--- src/rtl/fetch_redirect_ctrl.sv ---
// rtl/fetch_redirect_ctrl.sv - irregular PC redirect sequencer for the fetch next-PC generator
//
// Collects trap / mispredict / replay redirect requests, arbitrates them by
// priority, holds the winner while fetch is stalled, presents it on irregPc
// for one unstalled cycle, then drives a timed flush of in-flight fetch
// stages. After reset the boot PC is issued the same way.
//
// Ports:
//   clk, rst                    clock, asynchronous active-high reset
//   stall                       fetch stall (same as next-PC generator sees)
//   trapValid/trapTarget        trap redirect request, priority 2
//   mispredValid/mispredTarget  branch mispredict redirect, priority 1
//   replayValid/replayTarget    replay redirect, priority 0
//   irregPc                     redirect target, zero when no redirect
//   redirectIssue               pulse, redirect consumed this cycle
//   flushFetch                  kill in-flight fetch stages
//   busy                        a redirect is pending
//   dropped                     pulse, a valid request was discarded
//   badTarget                   sticky, a winning request had a bad target
module fetch_redirect_ctrl #(
    parameter int                    ADDR_WIDTH   = 32,
    parameter logic [ADDR_WIDTH-1:0] RESET_PC     = 32'h0000_1000,
    parameter int                    FLUSH_CYCLES = 2
) (
    input  logic                  clk,
    input  logic                  rst,
    input  logic                  stall,
    input  logic                  trapValid,
    input  logic [ADDR_WIDTH-1:0] trapTarget,
    input  logic                  mispredValid,
    input  logic [ADDR_WIDTH-1:0] mispredTarget,
    input  logic                  replayValid,
    input  logic [ADDR_WIDTH-1:0] replayTarget,
    output logic [ADDR_WIDTH-1:0] irregPc,
    output logic                  redirectIssue,
    output logic                  flushFetch,
    output logic                  busy,
    output logic                  dropped,
    output logic                  badTarget
);

    localparam logic [3:0] FLUSH_LOAD = 4'(FLUSH_CYCLES);
    localparam logic [1:0] PRIO_BOOT  = 2'd3;

    logic                  pend_valid_q, pend_valid_d;
    logic [ADDR_WIDTH-1:0] pend_target_q, pend_target_d;
    logic [1:0]            pend_prio_q, pend_prio_d;
    logic [3:0]            flush_cnt_q, flush_cnt_d;
    logic                  bad_target_q, bad_target_d;

    logic                  issue;
    logic                  win_valid;
    logic [ADDR_WIDTH-1:0] win_target;
    logic [1:0]            win_prio;
    logic                  win_bad;
    logic                  lose_drop;
    logic                  drop_pend;

    assign issue = pend_valid_q && !stall && !rst;

    // Fixed-priority pick among same-cycle requests; every valid loser is dropped.
    always_comb begin
        win_valid  = 1'b0;
        win_target = '0;
        win_prio   = 2'd0;
        lose_drop  = 1'b0;
        if (trapValid) begin
            win_valid  = 1'b1;
            win_target = trapTarget;
            win_prio   = 2'd2;
            lose_drop  = mispredValid || replayValid;
        end else if (mispredValid) begin
            win_valid  = 1'b1;
            win_target = mispredTarget;
            win_prio   = 2'd1;
            lose_drop  = replayValid;
        end else if (replayValid) begin
            win_valid  = 1'b1;
            win_target = replayTarget;
            win_prio   = 2'd0;
        end
    end

    // A bad winner is rejected outright; lower requests are not promoted in its place.
    assign win_bad = win_valid && ((win_target == '0) || (win_target[1:0] != 2'b00));

    always_comb begin
        pend_valid_d  = pend_valid_q;
        pend_target_d = pend_target_q;
        pend_prio_d   = pend_prio_q;
        flush_cnt_d   = flush_cnt_q;
        bad_target_d  = bad_target_q;
        drop_pend     = 1'b0;

        if (issue) begin
            pend_valid_d = 1'b0;
            flush_cnt_d  = FLUSH_LOAD;
        end else if ((flush_cnt_q != 4'd0) && !stall) begin
            flush_cnt_d = flush_cnt_q - 4'd1;
        end

        if (win_bad) begin
            bad_target_d = 1'b1;
        end else if (win_valid) begin
            // In the issue cycle the slot is being vacated, so the newcomer
            // is taken without comparing against the entry leaving it.
            if (issue || !pend_valid_q ||
                ((pend_prio_q != PRIO_BOOT) && (win_prio >= pend_prio_q))) begin
                pend_valid_d  = 1'b1;
                pend_target_d = win_target;
                pend_prio_d   = win_prio;
            end else begin
                drop_pend = 1'b1;
            end
        end
    end

    always_ff @(posedge clk or posedge rst) begin
        if (rst) begin
            pend_valid_q  <= 1'b1;
            pend_target_q <= RESET_PC;
            pend_prio_q   <= PRIO_BOOT;
            flush_cnt_q   <= 4'd0;
            bad_target_q  <= 1'b0;
        end else begin
            pend_valid_q  <= pend_valid_d;
            pend_target_q <= pend_target_d;
            pend_prio_q   <= pend_prio_d;
            flush_cnt_q   <= flush_cnt_d;
            bad_target_q  <= bad_target_d;
        end
    end

    assign irregPc       = issue ? pend_target_q : '0;
    assign redirectIssue = issue;
    assign flushFetch    = issue || ((flush_cnt_q != 4'd0) && !rst);
    assign busy          = pend_valid_q;
    assign dropped       = !rst && (lose_drop || drop_pend);
    assign badTarget     = bad_target_q;

endmodule

--- config.mk ---
export PLATFORM = sky130hd
export DESIGN_NAME = fetch_redirect_ctrl
export DESIGN_NICKNAME = d
export VERILOG_FILES = /design/src/rtl/fetch_redirect_ctrl.sv
export SDC_FILE = /design/constraint.sdc
export NUM_CORES = 1
export LEC_CHECK = 0
export ABC_CLOCK_PERIOD_IN_PS = 3200
export CORE_UTILIZATION = 46
export CTS_BUF_LIST = sky130_fd_sc_hd__clkbuf_2
export CTS_CLUSTER_SIZE = 25
export DETAILED_ROUTE_END_ITERATION = 10
export GPL_ROUTABILITY_DRIVEN = 1
export GPL_TIMING_DRIVEN = 1
export PLACE_DENSITY = 0.88
export SYNTH_ARGS = -nofsm -noshare
export SYNTH_HDL_FRONTEND = slang
export SYNTH_SLANG_ARGS = --single-unit
--- constraint.sdc ---
create_clock -name clk -period 3.2 [get_ports clk]
set_input_delay 0.48 -clock clk [delete_from_list [all_inputs] [get_ports clk]]
set_output_delay 0.48 -clock clk [all_outputs]
set_load 0.05 [all_outputs]
==> results.toml, run 1 <==
[outcome]
status = "completed"

[placed_design]
dp_cells = 506
routabilityCongestion = 0.849
hpwl_um = 6970
portBuffers = 138

[yosys]
ys_types = 34
syn_inst = 303
syn_area_um2 = 2960
synth_top_flop_cell = "dfrtp_1"
syn_nets = 408
yosysWarnings = 0
synthArstFlopShare_pct = 100
avgSynthCellArea_um2 = 9.77
ys_ff_latch = 40
yosysSeqAreaShare_pct = 34.0
synth_edf_count = 0

[clock_network]
cts_tree = "yes"
clk_path_buf_depth = 2
postCtsResizedCells = 0
numCtsBuffers = 5
htree_levels = 2
cts_sinks = 40
insertion_delay_ns = 0.40
ctsHoldBuffers = 0
cts_root_buf = "clkbuf_2"
clk_pin_slew_worst_paths_ns = 0.20
post_cts_buffers = 0

[critical_path]
setup.worst_path.class = "input pin to output pin"
crit_fanout = 33
endpoint_kind = "output pin"
required_ns = 2.72
critPathLaunchType = "input pin"
crit_arrival_ns = 2.59

[finish]
syn_to_final_growth_pct = 54.6
multi_input_area_um2 = 1740
n_antenna_cell = 0
fill_cells = 420
fin_cells = 514
seqCellArea_um2 = 1010
layout-drive-gt1-share_pct = 23.5
post-route-util_pct = 75.5
num-nets-final = 543

[global_route]
grt_max_degree = 41
grt_pass1_wl_um = 13300
grt_use_total_pct = 26.2
antenna_found_initial = 0
grt_overflow = 0
first_global_vias = 2744

[power]
ir_worst_vdd_mv = 0.281
powerDensity_nw_per_um2 = 470
leakagePower_nw = 1.92

[route]
wl_per_cell_um = 16.9
drtAntennaViolNets = 0
drtIter0Drc = 189
dr_wl_met3_um = 407
dr.pass1.iters = 4
vias_per_cell = 5.46
wirelength_um = 8690
drc = 0
drt-met1-wl_um = 3590
vias = 2805
top_layer = "met4"
dr_wl_met2_um = 4510

[die]
coreArea_um2 = 6060
die_h_um = 82.2
io_pins = 139
num_rows = 28
start_util_pct = 48.8
die_area_um2 = 6760
die_w_um = 82.2

[sta]
rsz0062_at_grt = "no"
final-max-slew-violation-count = 0
fmax_ghz = 0.326
setup_viol = 0
relSlewSlack_pct = 62.4
period_needed_ns = 3.07
period_share_pct = 95.9
hold_violations = 0
setup_tns_ns = 0
tightest_slew_ns = 0.559
fin_worst_skew_ns = 0.0105

[min_path]
hp-class = "flip-flop to flip-flop"

[job]
max_cap_viol_count = 0
-- power by group --
group / switching, W / internal, W / leakage [nW]
sequential: 0.000137 / 0.000711 / 0.466
combinational: 0.000483 / 0.000599 / 1.42
clock: 0.000171 / 0.0000490 / 0.0302
-- cells in the mapped netlist (all sizes together) (3+ instances only) --
cell type,count,area (µm²)
a21oi,63,342
dfrtp,36,901
and2,34,213
mux2,31,450
nand3b,30,225
nor2b,30,188
buf,19,185
nor2,8,30.0
nor4,8,50.1
o21ai,6,30.0
clkbuf,5,20.0
inv,5,18.8
dfstp,4,105
nand2,4,15.0
ha,3,37.5
nand2b,3,18.8
-- flip-flops by register name (all words and copies together) (netlist names) --
| signal | cells |
|---|---|
| flush_cnt_q | 4 |
| pend_target_q | 32 |
| pend_prio_q | 2 |
| badTarget | 1 |
| busy | 1 |
-- worst max-delay path: stages --
cell             delay (ns)
clkdlybuf4s50_1        0.50
buf_12                 0.20
nand3b_1               0.11
a21oi_1                0.30
nor4_1                 0.10
nand4_1                0.20
o21ai_0                0.16
o41ai_2                0.27
buf_4                  0.26
-- cells by family (layout without fill, tap and decap cells) --
family | count (synthesis) | in the layout | share of synthesized area, %
AND/OR/NAND/NOR | 122 | 122 | 26.1
AO/OA/AOI/OAI | 73 | 73 | 14.3
flip-flops | 40 | 40 | 34.0
multiplexers | 32 | 32 | 15.6
buffers and inverters | 29 | 165 | 7.57
adder cells (fa/ha/maj) | 4 | 4 | 1.61
XOR/XNOR | 3 | 3 | 0.888
-- worst paths after layout --
kind / startpoint / to / slack (ns) / depth (start not counted)
min in group asynchronous: rst / pend_target_q[28] / 0.64 / 3
max in group asynchronous: rst / pend_target_q[12] / 2.19 / 3
worst min register to register: badTarget / badTarget / 0.50 / 1
worst max-delay path: replayValid / dropped / 0.13 / 9
worst min-delay path: badTarget / badTarget / 0.50 / 1
worst max register to register: pend_prio_q[0] / pend_target_q[24] / 0.99 / 7
-- per-layer routing --
metal,track usage [%],up-vias
li1,-,1329
met1,32.6,1347
met2,46.3,113
met3,3.63,16
met4,8.77,0
met5,0,-
-- placed cells by master, fill, tap and decap left out, types with 3 or more instances in the layout --
master	instances
mux2_4	27
nand2b_1	3
buf_4	25
ha_1	3
nor2b_1	30
a21oi_1	56
clkbuf_2	5
nand3b_1	30
dfrtp_1	36
clkdlybuf4s50_1	102
o21ai_0	6
nor2_1	7
mux2_2	4
buf_12	23
a21oi_2	7
dfstp_2	4
inv_1	4
nand2_1	4
and2_1	34
nor4_1	8
-- area by class of cell --
cell class              count  share of cell area (%)
multi-input cells         234                    38.0
repair buffers            152                    36.7
flip-flops and latches     40                    22.0
well taps                  75                    2.05
clock buffers               5                   0.547
inverters                   5                   0.410
clock inverters             3                   0.301
-- metrics by stage --
stage / hold slack [ns] / setup WS [ns] / instance area, µm² / power (W)
2_1_floorplan: 0.444 / 0.162 / 2970 / 0.00153
3_3_place_gp: 0.465 / 0.199 / 4540 / 0.00187
3_5_place_dp: 0.468 / 0.128 / 4540 / 0.00193
4_1_cts: 0.511 / 0.128 / 4580 / 0.00215
5_1_grt: 0.521 / 0.0600 / 4580 / 0.00226
6_report: 0.503 / 0.132 / 4580 / 0.00215
Note: power is estimated with default switching activity, not from simulation.
==> run 2: changes to the inputs <==
- CORE_ASPECT_RATIO: unset -> 1.1
==> results.toml, run 2 (synthesis gave the netlist of run 1 again) <==
[critical_path]
cp_top_family = "buffers and inverters"
startpoint = "replayValid"
critPathLaunchType = "input pin"
slowest_delay_ns = 0.44
r2r_end = "pend_target_q[24]"
required_ns = 2.72
crit_arrival_ns = 2.61
crit_fanout = 33
endpoint_kind = "output pin"
r2r_slack_ns = 1.03
setup.worst_path.class = "input pin to output pin"
r2r-start = "pend_prio_q[0]"
reg2regPathDepth = 7
slowest_stage = "clkdlybuf4s50_1"
worst-path-buf-inv = 3
path_cells = "clkdlybuf4s50_1 > buf_12 > nand3b_1 > a21oi_1 > nor4_1 > nand4_1 > o21ai_0 > o41ai_2 > buf_4"

[finish]
layout-drive-gt1-share_pct = 22.8
num-nets-final = 542
n_antenna_cell = 0
layout_common_cells = "clkdlybuf4s50_1 (104), a21oi_1 (56), buf_4 (41), dfrtp_1 (36), and2_1 (34)"
final_common_cell = "clkdlybuf4s50_1"
top_register = "pend_target_q"
largest_register_ffs = 32
syn_to_final_growth_pct = 46.7
reg_top3 = "pend_target_q (32), flush_cnt_q (4), pend_prio_q (2)"

[sta]
period_needed_ns = 3.09
setup_tns_ns = 0
tightest_slew_ns = 0.582
period_share_pct = 96.7
fmax_ghz = 0.323
final-max-slew-violation-count = 0
hold_violations = 0
relSlewSlack_pct = 60.8
fin_worst_skew_ns = 0.00857
rsz0062_at_grt = "no"
setup_viol = 0

[min_path]
hp-class = "flip-flop to flip-flop"
min_to = "badTarget"
min_from = "badTarget"
hold_depth = 1

[power]
power.total_w = 0.00205
ir_worst_vdd_mv = 0.261
leakagePower_nw = 1.85
powerDensity_nw_per_um2 = 473

[route]
vias_per_cell = 5.25
drtAntennaViolNets = 0
wirelength_um = 8240
drc = 0
vias = 2719
drtIter0Drc = 227
wl_per_cell_um = 15.9
dr.pass1.iters = 4

[placed_design]
portBuffers = 138
routabilityCongestion = 0.905
hpwl_um = 6670

[clock_network]
clk_pin_slew_worst_paths_ns = 0.18
numCtsBuffers = 5
postCtsResizedCells = 0
htree_levels = 2
ctsHoldBuffers = 0
post_cts_buffers = 0
cts_sinks = 40
cts_tree = "yes"
insertion_delay_ns = 0.39
cts_root_buf = "clkbuf_2"
clk_path_buf_depth = 2

[job]
max_cap_viol_count = 0

[die]
start_util_pct = 47.8
io_pins = 139
die_area_um2 = 6760
die_w_um = 78.5
coreArea_um2 = 6190
die_h_um = 86.1
num_rows = 30

[global_route]
grt_use_total_pct = 25.0
grt_overflow = 0
grt_pass1_wl_um = 13000
antenna_found_initial = 0
grt_max_degree = 66
first_global_vias = 2596

[outcome]
status = "completed"
==> run 2: changes by cell type in the layout (fill, tap and decap cells not counted), sizes merged <==
| cell | delta |
|---|---|
| buf | -3 |
| clkbuf | +2 |
| clkdlybuf4s50 | +2 |
| clkinv | -2 |
==> run 2: worst max path at each step <==
stage          cells after the start      end  slack, ns
2_1_floorplan                      8  dropped       0.16
3_3_place_gp                       9  dropped       0.12
3_5_place_dp                       9  dropped       0.12
4_1_cts                            9  dropped       0.11
5_1_grt                            9  dropped      0.004
6_report                           9  dropped       0.11
==> run 2: power by group <==
part           leakage (nW)  switching (W)  internal, W
combinational          1.35       0.000459     0.000543
clock                0.0306       0.000154    0.0000585
sequential            0.466       0.000125     0.000711
total                  1.85       0.000739      0.00131
==> run 2: cell type report <==
cell class / instances / area (µm²)
well taps: 80 / 100
multi-input cells: 234 / 1740
clock inverters: 1 / 3.75
flip-flops and latches: 40 / 1010
fillers: 496 / 1850
inverters: 5 / 18.8
clock buffers: 7 / 35.0
repair buffers: 151 / 1440
==> run 2: per-layer routing <==
metal  track usage, %  vias up  part of all wire [%]
li1                 -     1324                     -
met1             33.3     1265                    43
met2             40.9      114                    50
met3             4.15       16                   5.4
met4             9.26        0                   2.4
met5                0        -                     0
==> run 2: per-stage QoR <==
| step | instance area, µm² | std cells | util, % | setup slack, ns | hold slack [ns] |
|---|---|---|---|---|---|
| floorplan | 2970 | 303 | - | 0.162 | 0.444 |
| global placement | 4300 | 510 | 69.5 | 0.123 | 0.448 |
| detailed placement | 4300 | 510 | 69.5 | 0.123 | 0.453 |
| CTS | 4340 | 518 | 70.1 | 0.108 | 0.493 |
| global route | 4340 | 518 | 70.1 | 0.00389 | 0.517 |
| finish | 4340 | 518 | 70.1 | 0.107 | 0.486 |
==> run 3: changes to the inputs <==
- RECOVER_POWER: unset -> 100
==> results.toml, run 3 (synthesis gave the netlist of run 1 again) <==
[finish]
num-nets-final = 542
syn_to_final_growth_pct = 41.6
reg_top3 = "pend_target_q (32), flush_cnt_q (4), pend_prio_q (2)"
layout_common_cells = "clkdlybuf4s50_1 (98), a21oi_1 (56), dfrtp_1 (36), nand3b_1 (30), nor2b_1 (30)"
n_antenna_cell = 0
top_register = "pend_target_q"
layout-drive-gt1-share_pct = 16.0
final_common_cell = "clkdlybuf4s50_1"
largest_register_ffs = 32
fill_cells = 553

[clock_network]
clk_path_buf_depth = 2
cts_tree = "yes"
insertion_delay_ns = 0.39
clk_pin_slew_worst_paths_ns = 0.18
cts_sinks = 40
post_cts_buffers = 0
numCtsBuffers = 5
htree_levels = 2
cts_root_buf = "clkbuf_2"
ctsHoldBuffers = 0
postCtsResizedCells = 0

[placed_design]
routabilityCongestion = 0.905
portBuffers = 138
hpwl_um = 6670

[route]
vias = 2717
vias_per_cell = 5.25
dr.pass1.iters = 4
drtIter0Drc = 196
drc = 0
wl_per_cell_um = 16.0
wirelength_um = 8310
drtAntennaViolNets = 0

[critical_path]
slowest_stage = "clkdlybuf4s50_1"
endpoint_kind = "output pin"
slowest_delay_ns = 0.44
startpoint = "replayValid"
path_cells = "clkdlybuf4s50_1 > buf_12 > nand3b_1 > a21oi_1 > nor4_1 > nand4_1 > o21ai_0 > o41ai_2 > buf_4"
crit_arrival_ns = 2.52
required_ns = 2.72
critPathLaunchType = "input pin"
r2r_end = "pend_target_q[8]"
crit_fanout = 33
reg2regPathDepth = 7
r2r_slack_ns = 0.71
r2r-start = "pend_prio_q[0]"
setup.worst_path.class = "input pin to output pin"

[min_path]
min_from = "badTarget"
hold_depth = 1
hp-class = "flip-flop to flip-flop"
min_to = "badTarget"

[die]
die_h_um = 86.1
start_util_pct = 47.8
io_pins = 139
coreArea_um2 = 6190
num_rows = 30
die_area_um2 = 6760
die_w_um = 78.5

[sta]
rsz0062_at_grt = "no"
setup_viol = 0
final-max-slew-violation-count = 41
setup_tns_ns = 0
period_needed_ns = 3.00
fmax_ghz = 0.333
period_share_pct = 93.8
hold_violations = 0
tightest_slew_ns = 2.07
relSlewSlack_pct = -38.1
fin_worst_skew_ns = 0.00688

[outcome]
violations = "capacitance limit, slew limit"
status = "finished with violations"

[power]
power.total_w = 0.00191
leakagePower_nw = 1.69
powerDensity_nw_per_um2 = 456
ir_worst_vdd_mv = 0.254

[global_route]
grt_overflow = 0
grt_pass1_wl_um = 13000
grt_use_total_pct = 25.0
antenna_found_initial = 0
first_global_vias = 2596
grt_max_degree = 66

[job]
max_cap_viol_count = 1
-- run 3: how the worst max path moves through the flow --
stage / to / cells past startpoint
global placement: dropped / 9
finish: dropped / 9
CTS: dropped / 9
floorplan: dropped / 8
detailed placement: dropped / 9
global route: irregPc[7] / 6
-- run 3: where the power goes --
| part | leakage (nW) | total, W | switching [W] | internal (W) |
|---|---|---|---|---|
| sequential | 0.466 | 0.000833 | 0.000122 | 0.000711 |
| clock | 0.0306 | 0.000214 | 0.000155 | 0.0000585 |
| combinational | 1.20 | 0.000863 | 0.000450 | 0.000413 |
| total | 1.69 | 0.00191 | 0.000728 | 0.00118 |
-- run 3: per-layer routing --
| layer | vias to the layer above | share of wire (%) | GRT usage, % |
|---|---|---|---|
| li1 | 1324 | - | - |
| met1 | 1276 | 43 | 33.3 |
| met2 | 103 | 49 | 40.9 |
| met3 | 14 | 5.3 | 4.15 |
| met4 | 0 | 2.3 | 9.26 |
| met5 | - | 0 | 0 |
-- run 3: area by class of cell --
class / instances / area [µm²] / area share [%]
Multi-Input combinational cell: 234 / 1630 / 38.8
Timing Repair Buffer: 151 / 1400 / 33.4
Sequential cell: 40 / 1010 / 24.0
Tap cell: 80 / 100 / 2.39
Clock buffer: 7 / 35.0 / 0.836
Inverter: 5 / 18.8 / 0.448
Clock inverter: 1 / 3.75 / 0.0896
-- run 3: critical path, delay by kind of cell --
kind            cells  cell delay, ns
simple gates        3            0.67
buf+inv             3            0.83
compound gates      3            0.55
-- run 3: through the flow --
stage / hold WS [ns] / area (µm²) / setup WS, ns / utilization, % / instances
4_1_cts: 0.493 / 4340 / 0.108 / 70.1 / 518
3_5_place_dp: 0.453 / 4300 / 0.123 / 69.5 / 510
3_3_place_gp: 0.448 / 4300 / 0.123 / 69.5 / 510
6_report: 0.480 / 4190 / 0.197 / 67.6 / 518
2_1_floorplan: 0.444 / 2970 / 0.162 / - / 303
5_1_grt: 0.512 / 4190 / 0.0710 / 67.6 / 518
